**config.mk**
```make
export PLATFORM = sky130hd
export DESIGN_NAME = alu_issue_wb
export DESIGN_NICKNAME = d
export VERILOG_FILES = /design/src/rtl/alu_issue_wb.sv
export SDC_FILE = /design/constraint.sdc
export NUM_CORES = 1
export LEC_CHECK = 0
export ABC_AREA = 0
export CAP_MARGIN = 20
export CORE_MARGIN = 1
export CORE_UTILIZATION = 35
export DETAILED_ROUTE_END_ITERATION = 8
export GPL_ROUTABILITY_DRIVEN = 0
export PLACE_DENSITY = 0.59
export SLEW_MARGIN = 20
export SYNTH_ARGS = -nofsm -noshare
export SYNTH_HDL_FRONTEND = slang
export SYNTH_SLANG_ARGS = --single-unit
```
**constraint.sdc**
```tcl
create_clock -name clk -period 1.8 [get_ports clk]
set_input_delay 0.18 -clock clk [delete_from_list [all_inputs] [get_ports clk]]
set_output_delay 0.18 -clock clk [all_outputs]
set_load 0.005 [all_outputs]
```
**src/rtl/alu_issue_wb.sv**
```systemverilog
// alu_issue_wb: operand issue and writeback stage around the 8-bit ALU.
// Three-cycle IDLE/ISSUE/WB sequence with a side-band register load port.
module alu_issue_wb #(
  parameter int NREGS  = 4,
  parameter int DATA_W = 8,
  parameter int OP_W   = 3,
  localparam int RW    = $clog2(NREGS)
) (
  input  logic              clk,
  input  logic              rst,
  input  logic              cmd_valid,
  output logic              cmd_ready,
  input  logic [OP_W-1:0]   cmd_op,
  input  logic [RW-1:0]     cmd_rd,
  input  logic [RW-1:0]     cmd_rs,
  input  logic [RW-1:0]     cmd_rt,
  input  logic              cmd_imm_en,
  input  logic [DATA_W-1:0] cmd_imm,
  input  logic              ld_en,
  input  logic [RW-1:0]     ld_rd,
  input  logic [DATA_W-1:0] ld_data,
  output logic              alu_en,
  output logic [OP_W-1:0]   alu_op,
  output logic [DATA_W-1:0] alu_a,
  output logic [DATA_W-1:0] alu_b,
  input  logic [DATA_W-1:0] alu_out,
  input  logic              alu_zero,
  input  logic              alu_carry,
  input  logic [RW-1:0]     rd_addr,
  output logic [DATA_W-1:0] rd_data,
  output logic              flag_z,
  output logic              flag_c,
  output logic              done
);

  typedef enum logic [1:0] {
    IDLE  = 2'd0,
    ISSUE = 2'd1,
    WB    = 2'd2
  } state_e;

  state_e            state_q, state_d;
  logic [OP_W-1:0]   op_q, op_d;
  logic [RW-1:0]     rd_q, rd_d;
  logic [DATA_W-1:0] a_q, a_d;
  logic [DATA_W-1:0] b_q, b_d;
  logic [DATA_W-1:0] regs_q [NREGS];
  logic [DATA_W-1:0] regs_d [NREGS];
  logic              flag_z_q, flag_z_d;
  logic              flag_c_q, flag_c_d;
  logic              alu_en_q, alu_en_d;
  logic              done_q, done_d;
  logic              ready_q, ready_d;

  // Next-state, operand latch, register file and flag update.
  always_comb begin
    state_d  = state_q;
    op_d     = op_q;
    rd_d     = rd_q;
    a_d      = a_q;
    b_d      = b_q;
    regs_d   = regs_q;
    flag_z_d = flag_z_q;
    flag_c_d = flag_c_q;

    unique case (state_q)
      IDLE: begin
        if (cmd_valid) begin
          op_d    = cmd_op;
          rd_d    = cmd_rd;
          a_d     = regs_q[cmd_rs];
          b_d     = cmd_imm_en ? cmd_imm
                               : regs_q[cmd_rt];
          state_d = ISSUE;
        end
      end
      ISSUE: state_d = WB;
      WB:    state_d = IDLE;
      default: state_d = IDLE;
    endcase

    if (ld_en) regs_d[ld_rd] = ld_data;

    // Writeback is applied after the load so it wins a same-rd collision.
    if (state_q == WB) begin
      regs_d[rd_q] = alu_out;
      flag_z_d     = alu_zero;
      flag_c_d     = alu_carry;
    end

    alu_en_d = (state_d == ISSUE);
    done_d   = (state_d == WB);
    ready_d  = (state_d == IDLE);
  end

  // State, registered outputs and register file; reset aborts any command.
  always_ff @(posedge clk) begin
    if (rst) begin
      state_q  <= IDLE;
      op_q     <= '0;
      rd_q     <= '0;
      a_q      <= '0;
      b_q      <= '0;
      for (int i = 0; i < NREGS; i++) regs_q[i] <= '0;
      flag_z_q <= 1'b0;
      flag_c_q <= 1'b0;
      alu_en_q <= 1'b0;
      done_q   <= 1'b0;
      ready_q  <= 1'b1;
    end else begin
      state_q  <= state_d;
      op_q     <= op_d;
      rd_q     <= rd_d;
      a_q      <= a_d;
      b_q      <= b_d;
      regs_q   <= regs_d;
      flag_z_q <= flag_z_d;
      flag_c_q <= flag_c_d;
      alu_en_q <= alu_en_d;
      done_q   <= done_d;
      ready_q  <= ready_d;
    end
  end

  assign cmd_ready = ready_q;
  assign alu_en    = alu_en_q;
  assign alu_op    = op_q;
  assign alu_a     = a_q;
  assign alu_b     = b_q;
  assign flag_z    = flag_z_q;
  assign flag_c    = flag_c_q;
  assign done      = done_q;
  assign rd_data   = regs_q[rd_addr];

endmodule

```
# Yosys cells after proc, flatten, opt, wreduce, memory -nomap -nowiden

Cells that the tools add are included.

Output and inout bits: 32
Input bits: 44
Flip-flop bits (word level): 60
Logic and storage cells: 55

Bitwise logic cells: 5
Reductions and logical operators: 5
Equal/unequal tests: 4
$lt $le $gt $ge: 7
Muxes and demuxes: 20

Operators with widths:

| kind                 | number |
|---|---|
| $mux W8              | 9 |
| $bwmux W32           | 2 |
| $mux W32             | 2 |
| $bmux W8 S2          | 3 |
| $demux W8 S2         | 2 |
| $ge A3 B3 Y1 const B | 5 |
| $not A2 Y3           | 5 |
| $lt A3 B1 Y1 const B | 2 |
| $eq A2 B1 Y1 const B | 2 |
| $eq A2 B2 Y1 const B | 2 |
| $logic_not A2 Y1     | 2 |
| $pmux W2 S2          | 1 |
| $logic_and A1 B1 Y1  | 2 |
| $mux W2              | 1 |
| $reduce_and A2 Y1    | 1 |

# Depth between registers and ports, before layout

Gate-level depths: netlist of run 1.

Depth after elaboration: 9
Depth in mapped cells: 5
Depth with buffers taken out: 3

# Worst setup path before layout of run 1

OpenSTA, ideal clock, no wires.

Path kind: reg2reg
From: reg state_q[1]
To: reg regs_q[29] in the netlist's numbering
Library setup time: 0.140 ns
Path buffers: 2
Clock period less this slack: 1.455 ns
Required time: 1.660 ns
Path slack: 0.345 ns
Arrival time: 1.314 ns
Cell stages (with the launch flop): 6
Cell sequence: dfxtp_1 or4b_1 buf_2 buf_6 nor2_1 a211oi_2

Longest elaborated chain between the ends: 2

Ends and longest elaborated chain:

| item                   | RTL line | source |
|---|---|---|
| start, declared        | 42       | `state_e state_q, state_d;` |
| start signal, assigned | 111      | `state_q <= state_d;` |
| $eq A2 B2 Y1           | 85       | `if (state_q == WB) begin` |
| $mux W32               | 85       |  |
| end signal, assigned   | 116      | `regs_q <= regs_d;` |
| end, declared          | 47       | `logic [DATA_W-1:0] regs_q [NREGS];` |

No other way between the ends.
A chain may end at the register's enable or synchronous reset.

# Final worst setup path of run 1

From: in rd_addr[0]
To: out rd_data[3]

Longest elaborated chain between the ends: 4

Ends and longest elaborated chain:

| item                                       | RTL line | source |
|---|---|---|
| start, declared                            | 29       | `input logic [RW-1:0] rd_addr,` |
| $not A2 Y3 (implied by the code)           | 133      | `assign rd_data = regs_q[rd_addr];` |
| $bmux W8 S2                                | 133      |  |
| $mux W8 (implied by the code) (2 in a row) | 133      |  |
| end, declared                              | 30       | `output logic [DATA_W-1:0] rd_data,` |

No other way between the ends. The select of a mux whose other input is x is not followed.

==> flow_summary.yaml, run 1 <==
floorplan:
  coreArea_um2: 8340
  die_x_um: 95.5
  die_y_um: 95.5
  die-area_um2: 9120
  start_util: 0.367
  io_pins: 76
  rows: 33
grt:
  grt_usage: 0.213
  antenna_found_initial: 0
  grt_pass1_wl_um: 14200
  grt.overflow.total: 0
  grt_pass1_vias: 2591
  grt_max_degree: 30
setup_path:
  path_cells: "dlygate4sd2_1 -> buf_6 -> buf_4 -> mux4_2 -> dlygate4sd2_1"
  r2r_end: "regs_q[30]$_SDFF_PP0_"
  reg2reg_from: "state_q[1]$_SDFF_PP0_"
  endpoint_kind: "output pin"
  reg2reg_depth: 4
  cp.arrival_ps: 1490
  cp.required_ps: 1620
  reg2reg_slack_ps: 300
  cpPeakStageDelay_ps: 500
  crit_path_start: "rd_addr[0]"
  worst-path-max-fanout: 3
  worst-setup-path-type: "primary input to output pin"
  cp_common_cell: "dlygate4sd2_1"
  slowest_stage: "mux4_2"
  crit_path_start_kind: "primary input"
synthesis:
  synthCells: 300
  synth_ff_type: "dfxtp_1"
  async_flop_share: 0
  synth_top_area_share: 0.386
  synth.largest_area_cell: "dfxtp_1"
  ys_seq_area_frac: 0.386
  yosys_warnings: 0
  synthesis.area_um2: 3060
  synthSimpleGateAreaFrac: 0.123
  synth.area.top_cells: "dfxtp_1, mux4_2, mux2i_1"
  synth_cell_types: 24
  synth-edff-count: 0
  synth_top_family_by_area: "multiplexers"
  synth-compound-area-share: 0.159
  syn_area_per_cell_um2: 10.2
  syn_nets: 344
  ys_ff_latch: 59
  synthMuxAreaShare: 0.288
  synthXorXnorAreaFrac: 0
  synth_adder_area_share: 0
  synth_common_cells: "dfxtp_1, nor2_1, mux2i_1"
  yosysMostFrequentCell: "dfxtp_1"
detailed_routing:
  drt-initial-drc-count: 164
  drt-wirelength-per-cell_um: 18.1
  dr.pass1.iters: 4
  drt-total-wl_um: 8930
  viasPerCell: 5.42
  ant_nets: 0
  vias: 2670
  drc: 0
layout:
  area_growth_pct: 38.4
  finish.instance_area_um2: 4240
  diodes: 0
  nFillCells: 792
  nNetsFinal: 427
  seqCellArea_um2: 1180
  multiInputGateArea_um2: 1750
  layout-drive-gt1-share: 0.222
  final_cells: 493
sta:
  tns_ps: 0
  hold_viol_final: 0
  max_clock_freq_mhz: 597
  final.setup_skew_ps: 10.6
  holdWs_ps: 155
  fin_crit_ps: 1670
  maxSlewViolCount: 0
  maxSlewHeadroom: 0.488
  rsz0062_at_grt: "no"
  tightest_slew_ps: 765
  period_share: 0.930
  finalSetupViolations: 0
clock_tree:
  cts_root_buf: "clkbuf_8"
  cts_sinks: 59
  cts_max_level: 3
  clkSlewWorstSetupHoldPaths_ps: 70
  clockBufferDepth: 2
  cts_buffers: 9
  clk-insertion-delay-late_ps: 350
  cts_tree: "done"
hold_path:
  hp-start: "rst"
  hold_depth: 2
  hold_class: "primary input to register"
  min_to: "alu_a[4]$_SDFFE_PP0P_"
power:
  vdd_drop_max_mv: 0.422
  leakagePower_nw: 1.75
  powerDensity_nw_per_um2: 763
  power_mw: 3.23
placement:
  place_inst: 476
  dp_hpwl_um: 6160
  place_area_um2: 4030
  io_buffers: 75
outcome:
  status: "complete, no violations"
flow_run:
  cap_violations: 0
-- worst max-delay path by stage --
stage,to,slack (ps)
CTS,rd_data[3],140
finish,rd_data[3],130
detailed placement,rd_data[6],-210
global placement,rd_data[6],-220
global route,rd_data[3],90
floorplan,regs_q[29]$_SDFF_PP0_,350
-- layer usage --
layer,track usage,vias to the layer above,share of wire
li1,-,1293,-
met1,0.283,1266,0.46
met2,0.333,99,0.45
met3,0.0550,12,0.079
met4,0.0746,0,0.016
met5,0,-,0
-- placed cells by master (no fill, tap or decap), types with 2 or more instances in the layout --
master,Yosys,final
clkdlybuf4s50_1,0,64
mux2_2,16,16
clkinv_4,0,3
dfxtp_1,59,59
buf_12,0,3
a21oi_1,13,13
mux4_2,16,16
clkbuf_8,0,9
buf_6,1,2
a222oi_1,8,8
dlygate4sd2_1,0,10
or3b_2,2,2
nand2_1,26,26
nand3b_1,2,2
mux2i_1,34,34
nand4bb_1,2,2
buf_4,1,21
a211oi_2,8,8
a211oi_1,32,32
nor2_1,46,46
-- critical path: cells and delay by family --
kind,cells,cell delay (ps)
mux,1,500
buf+inv,4,820
-- flip-flops by register name, indices dropped and copies added (netlist names) --
register   flops
alu_op         3
alu_a          8
alu_en         1
flag_z         1
rd_q           2
alu_b          8
flag_c         1
regs_q        32
cmd_ready      1
state_q        2
-- cells by family (layout without fill, tap and decap cells) --
group                  after synthesis  after routing
DFF                                 59             59
muxes                               66             66
buffers and inverters               29            117
and+or+nand+nor                     85             85
AOI/OAI and AO/OA                   61             61
-- report_power, final --
part           switching, mW  leakage, nW  internal (mW)
Clock                  0.592       0.0998          0.647
Combinational          0.237         1.17          0.327
Sequential            0.0566        0.482           1.37
Total                  0.885         1.75           2.35
-- stage by stage --
step	utilization	setup slack, ps
4_1_cts	0.508	140
2_1_floorplan	-	345
3_3_place_gp	0.483	-217
6_report	0.508	126
5_1_grt	0.508	88.4
3_5_place_dp	0.483	-210
-- cell type report --
cell class	count	area share
timing repair buffer	101	0.230
tap	105	0.0310
clock inverter	7	0.0183
clock buffer	9	0.0292
multi-input combinational	212	0.413
sequential	59	0.279
-- repair_timing --
action	in CTS	in global routing
buffers inserted	1	0
setup endpoints to repair	8	0
resized for setup	12	0
hold buffers	0	0
(Power assumes the default switching activity.)
==> run 2, diff against run 1 <==
--- a/config.mk
+++ b/config.mk
@@ -9,6 +9,7 @@
 export CAP_MARGIN = 20
 export CORE_MARGIN = 1
 export CORE_UTILIZATION = 35
+export CTS_CLUSTER_SIZE = 20
 export DETAILED_ROUTE_END_ITERATION = 8
 export GPL_ROUTABILITY_DRIVEN = 0
 export PLACE_DENSITY = 0.59
==> results of run 2 <==
No change in the layout: final DEF, timing and power equal those of run 1.
==> run 3, diff against run 2 <==
--- a/config.mk
+++ b/config.mk
@@ -13,6 +13,7 @@
 export DETAILED_ROUTE_END_ITERATION = 8
 export GPL_ROUTABILITY_DRIVEN = 0
 export PLACE_DENSITY = 0.59
+export RECOVER_POWER = 25
 export SLEW_MARGIN = 20
 export SYNTH_ARGS = -nofsm -noshare
 export SYNTH_HDL_FRONTEND = slang
==> run 3 against run 2 <==
Effect of this change:
- via count grew 0.94%
- final cell count did not move
- wire length about the same
- die area is the same
- total power down 0.10%
- utilization fell by 0.090 points
- sequential share of layout area is essentially flat
- clock-buffer cell count unchanged
- clock skew about the same
- critical endpoint unchanged
==> flow_summary.yaml, run 3 (synthesis results as in run 1) <==
clock_tree:
  cts_tree: "done"
  cts_sinks: 59
  cts_root_buf: "clkbuf_8"
  clk-insertion-delay-late_ps: 350
  clkSlewWorstSetupHoldPaths_ps: 70
  clockBufferDepth: 2
  cts_buffers: 9
  cts_hold_buffers: 0
  cts_max_level: 3
setup_path:
  cp.arrival_ps: 1500
  endpoint_kind: "output pin"
  path_cells: "dlygate4sd2_1 -> buf_6 -> buf_4 -> mux4_2 -> dlygate4sd2_1"
  reg2reg_slack_ps: 300
  cpPeakStageDelay_ps: 500
  reg2reg_from: "state_q[1]$_SDFF_PP0_"
  crit_buf_inv: 4
  cp.required_ps: 1620
  worst-setup-path-type: "primary input to output pin"
  crit_path_start: "rd_addr[0]"
  cpLargestDelayFamily: "buffers and inverters"
  worst-path-stages: 5
  reg2reg_depth: 4
  endpoint: "rd_data[3]"
  cp_common_cell: "dlygate4sd2_1"
  r2r_end: "regs_q[30]$_SDFF_PP0_"
  worst-path-max-fanout: 3
  slowest_stage: "mux4_2"
  crit_path_start_kind: "primary input"
placement:
  io_buffers: 75
  pre_cts_slack_ps: -210
  place_area_um2: 4030
  dp_hpwl_um: 6160
  place_inst: 476
layout:
  final_cells: 493
  max_flop_register: "regs_q"
  layout_commonest_cell: "clkdlybuf4s50_1"
  area_growth_pct: 38.1
  diodes: 0
  largest_reg_flops: 32
  mostFrequentLayoutCells: "clkdlybuf4s50_1, dfxtp_1, nor2_1, mux2i_1, a211oi_1"
  nNetsFinal: 427
  finish.instance_area_um2: 4230
  layout-drive-gt1-share: 0.222
floorplan:
  rows: 33
  io_pins: 76
  start_util: 0.367
  die-area_um2: 9120
  die_x_um: 95.5
  coreArea_um2: 8340
  die_y_um: 95.5
grt:
  grt_max_degree: 30
  grt_pass1_vias: 2591
  grt_pass1_wl_um: 14200
  antenna_found_initial: 0
  busiest_layer: "met2"
  met3_usage: 0.0550
  met1_usage: 0.283
  met2_usage: 0.333
  grt_usage: 0.213
  grt.overflow.total: 0
detailed_routing:
  ant_nets: 0
  viasPerCell: 5.47
  drt-wirelength-per-cell_um: 18.1
  drc: 0
  drt-initial-drc-count: 164
  vias: 2695
  drt-total-wl_um: 8940
  dr.pass1.iters: 5
flow_run:
  cap_violations: 0
sta:
  period_share: 0.932
  tightest_slew_ps: 783
  fin_crit_ps: 1680
  rsz0062_at_grt: "no"
  hold_viol_final: 0
  finalSetupViolations: 0
  maxSlewHeadroom: 0.477
  tns_ps: 0
  final.setup_skew_ps: 10.2
  max_clock_freq_mhz: 596
  maxSlewViolCount: 0
  setup_ws_ps: 122
power:
  p_sw_uw: 882
  p_comb_frac: 0.175
  seqPwrFrac: 0.443
  leakagePower_nw: 1.75
  clkPwrFrac: 0.383
  powerDensity_nw_per_um2: 764
  power.internal_mw: 2.35
  power_mw: 3.23
  vdd_drop_max_mv: 0.422
  swShare: 0.273
hold_path:
  hold_class: "primary input to register"
  hold_depth: 2
  hp-start: "rst"
outcome:
  status: "complete, no violations"
## run 3: cell count changes in the layout (fill, tap and decap cells not counted)
| cell | previous run | this run |
|---|---|---|
| buf_4 | 21 | 18 |
| clkbuf_2 | 0 | 3 |
## run 3: stage by stage
step / hold slack [ps] / util
after CTS: 145 / 0.508
after global routing: 161 / 0.507
after detailed placement: 447 / 0.483
final: 156 / 0.507
after global placement: 443 / 0.483
after floorplan: 316 / -
## run 3: repair_timing
| item | in CTS | in global routing |
|---|---|---|
| resized for setup | 12 | 0 |
| endpoints found under the setup margin | 8 | 0 |
| setup buffers | 1 | 0 |
## run 3: power groups by stage
stage / sequential, mW / combinational (mW) / clock [mW]
6_report: 1.43 / 0.564 / 1.24
2_1_floorplan: 1.44 / 0.280 / 0
4_1_cts: 1.43 / 0.565 / 1.27
3_3_place_gp: 1.46 / 0.563 / 0
3_5_place_dp: 1.46 / 0.568 / 0
5_1_grt: 1.44 / 0.611 / 1.32
## run 3: cell type report
type,instances,area (um2)
tap,105,131
timing repair buffer,101,966
fill,794,4110
clock inverter,7,77.6
clock buffer,9,124
multi-input combinational,212,1750
sequential,59,1180
## run 3: worst min path at each step
stage / to / slack [ps]
finish: alu_a[4]$_SDFFE_PP0P_ / 160
global route: flag_c$_SDFFE_PP0N_ / 160
CTS: alu_a[4]$_SDFFE_PP0P_ / 150
detailed placement: alu_a[1]$_SDFFE_PP0P_ / 450
global placement: alu_op[1]$_SDFFE_PP0P_ / 440
floorplan: alu_op[0]$_SDFFE_PP0P_ / 320
## run 3: per-layer routing
metal	share of wire	vias up
met3	0.074	13
met4	0.016	0
met1	0.46	1289
li1	-	1294
met5	0	-
met2	0.45	99
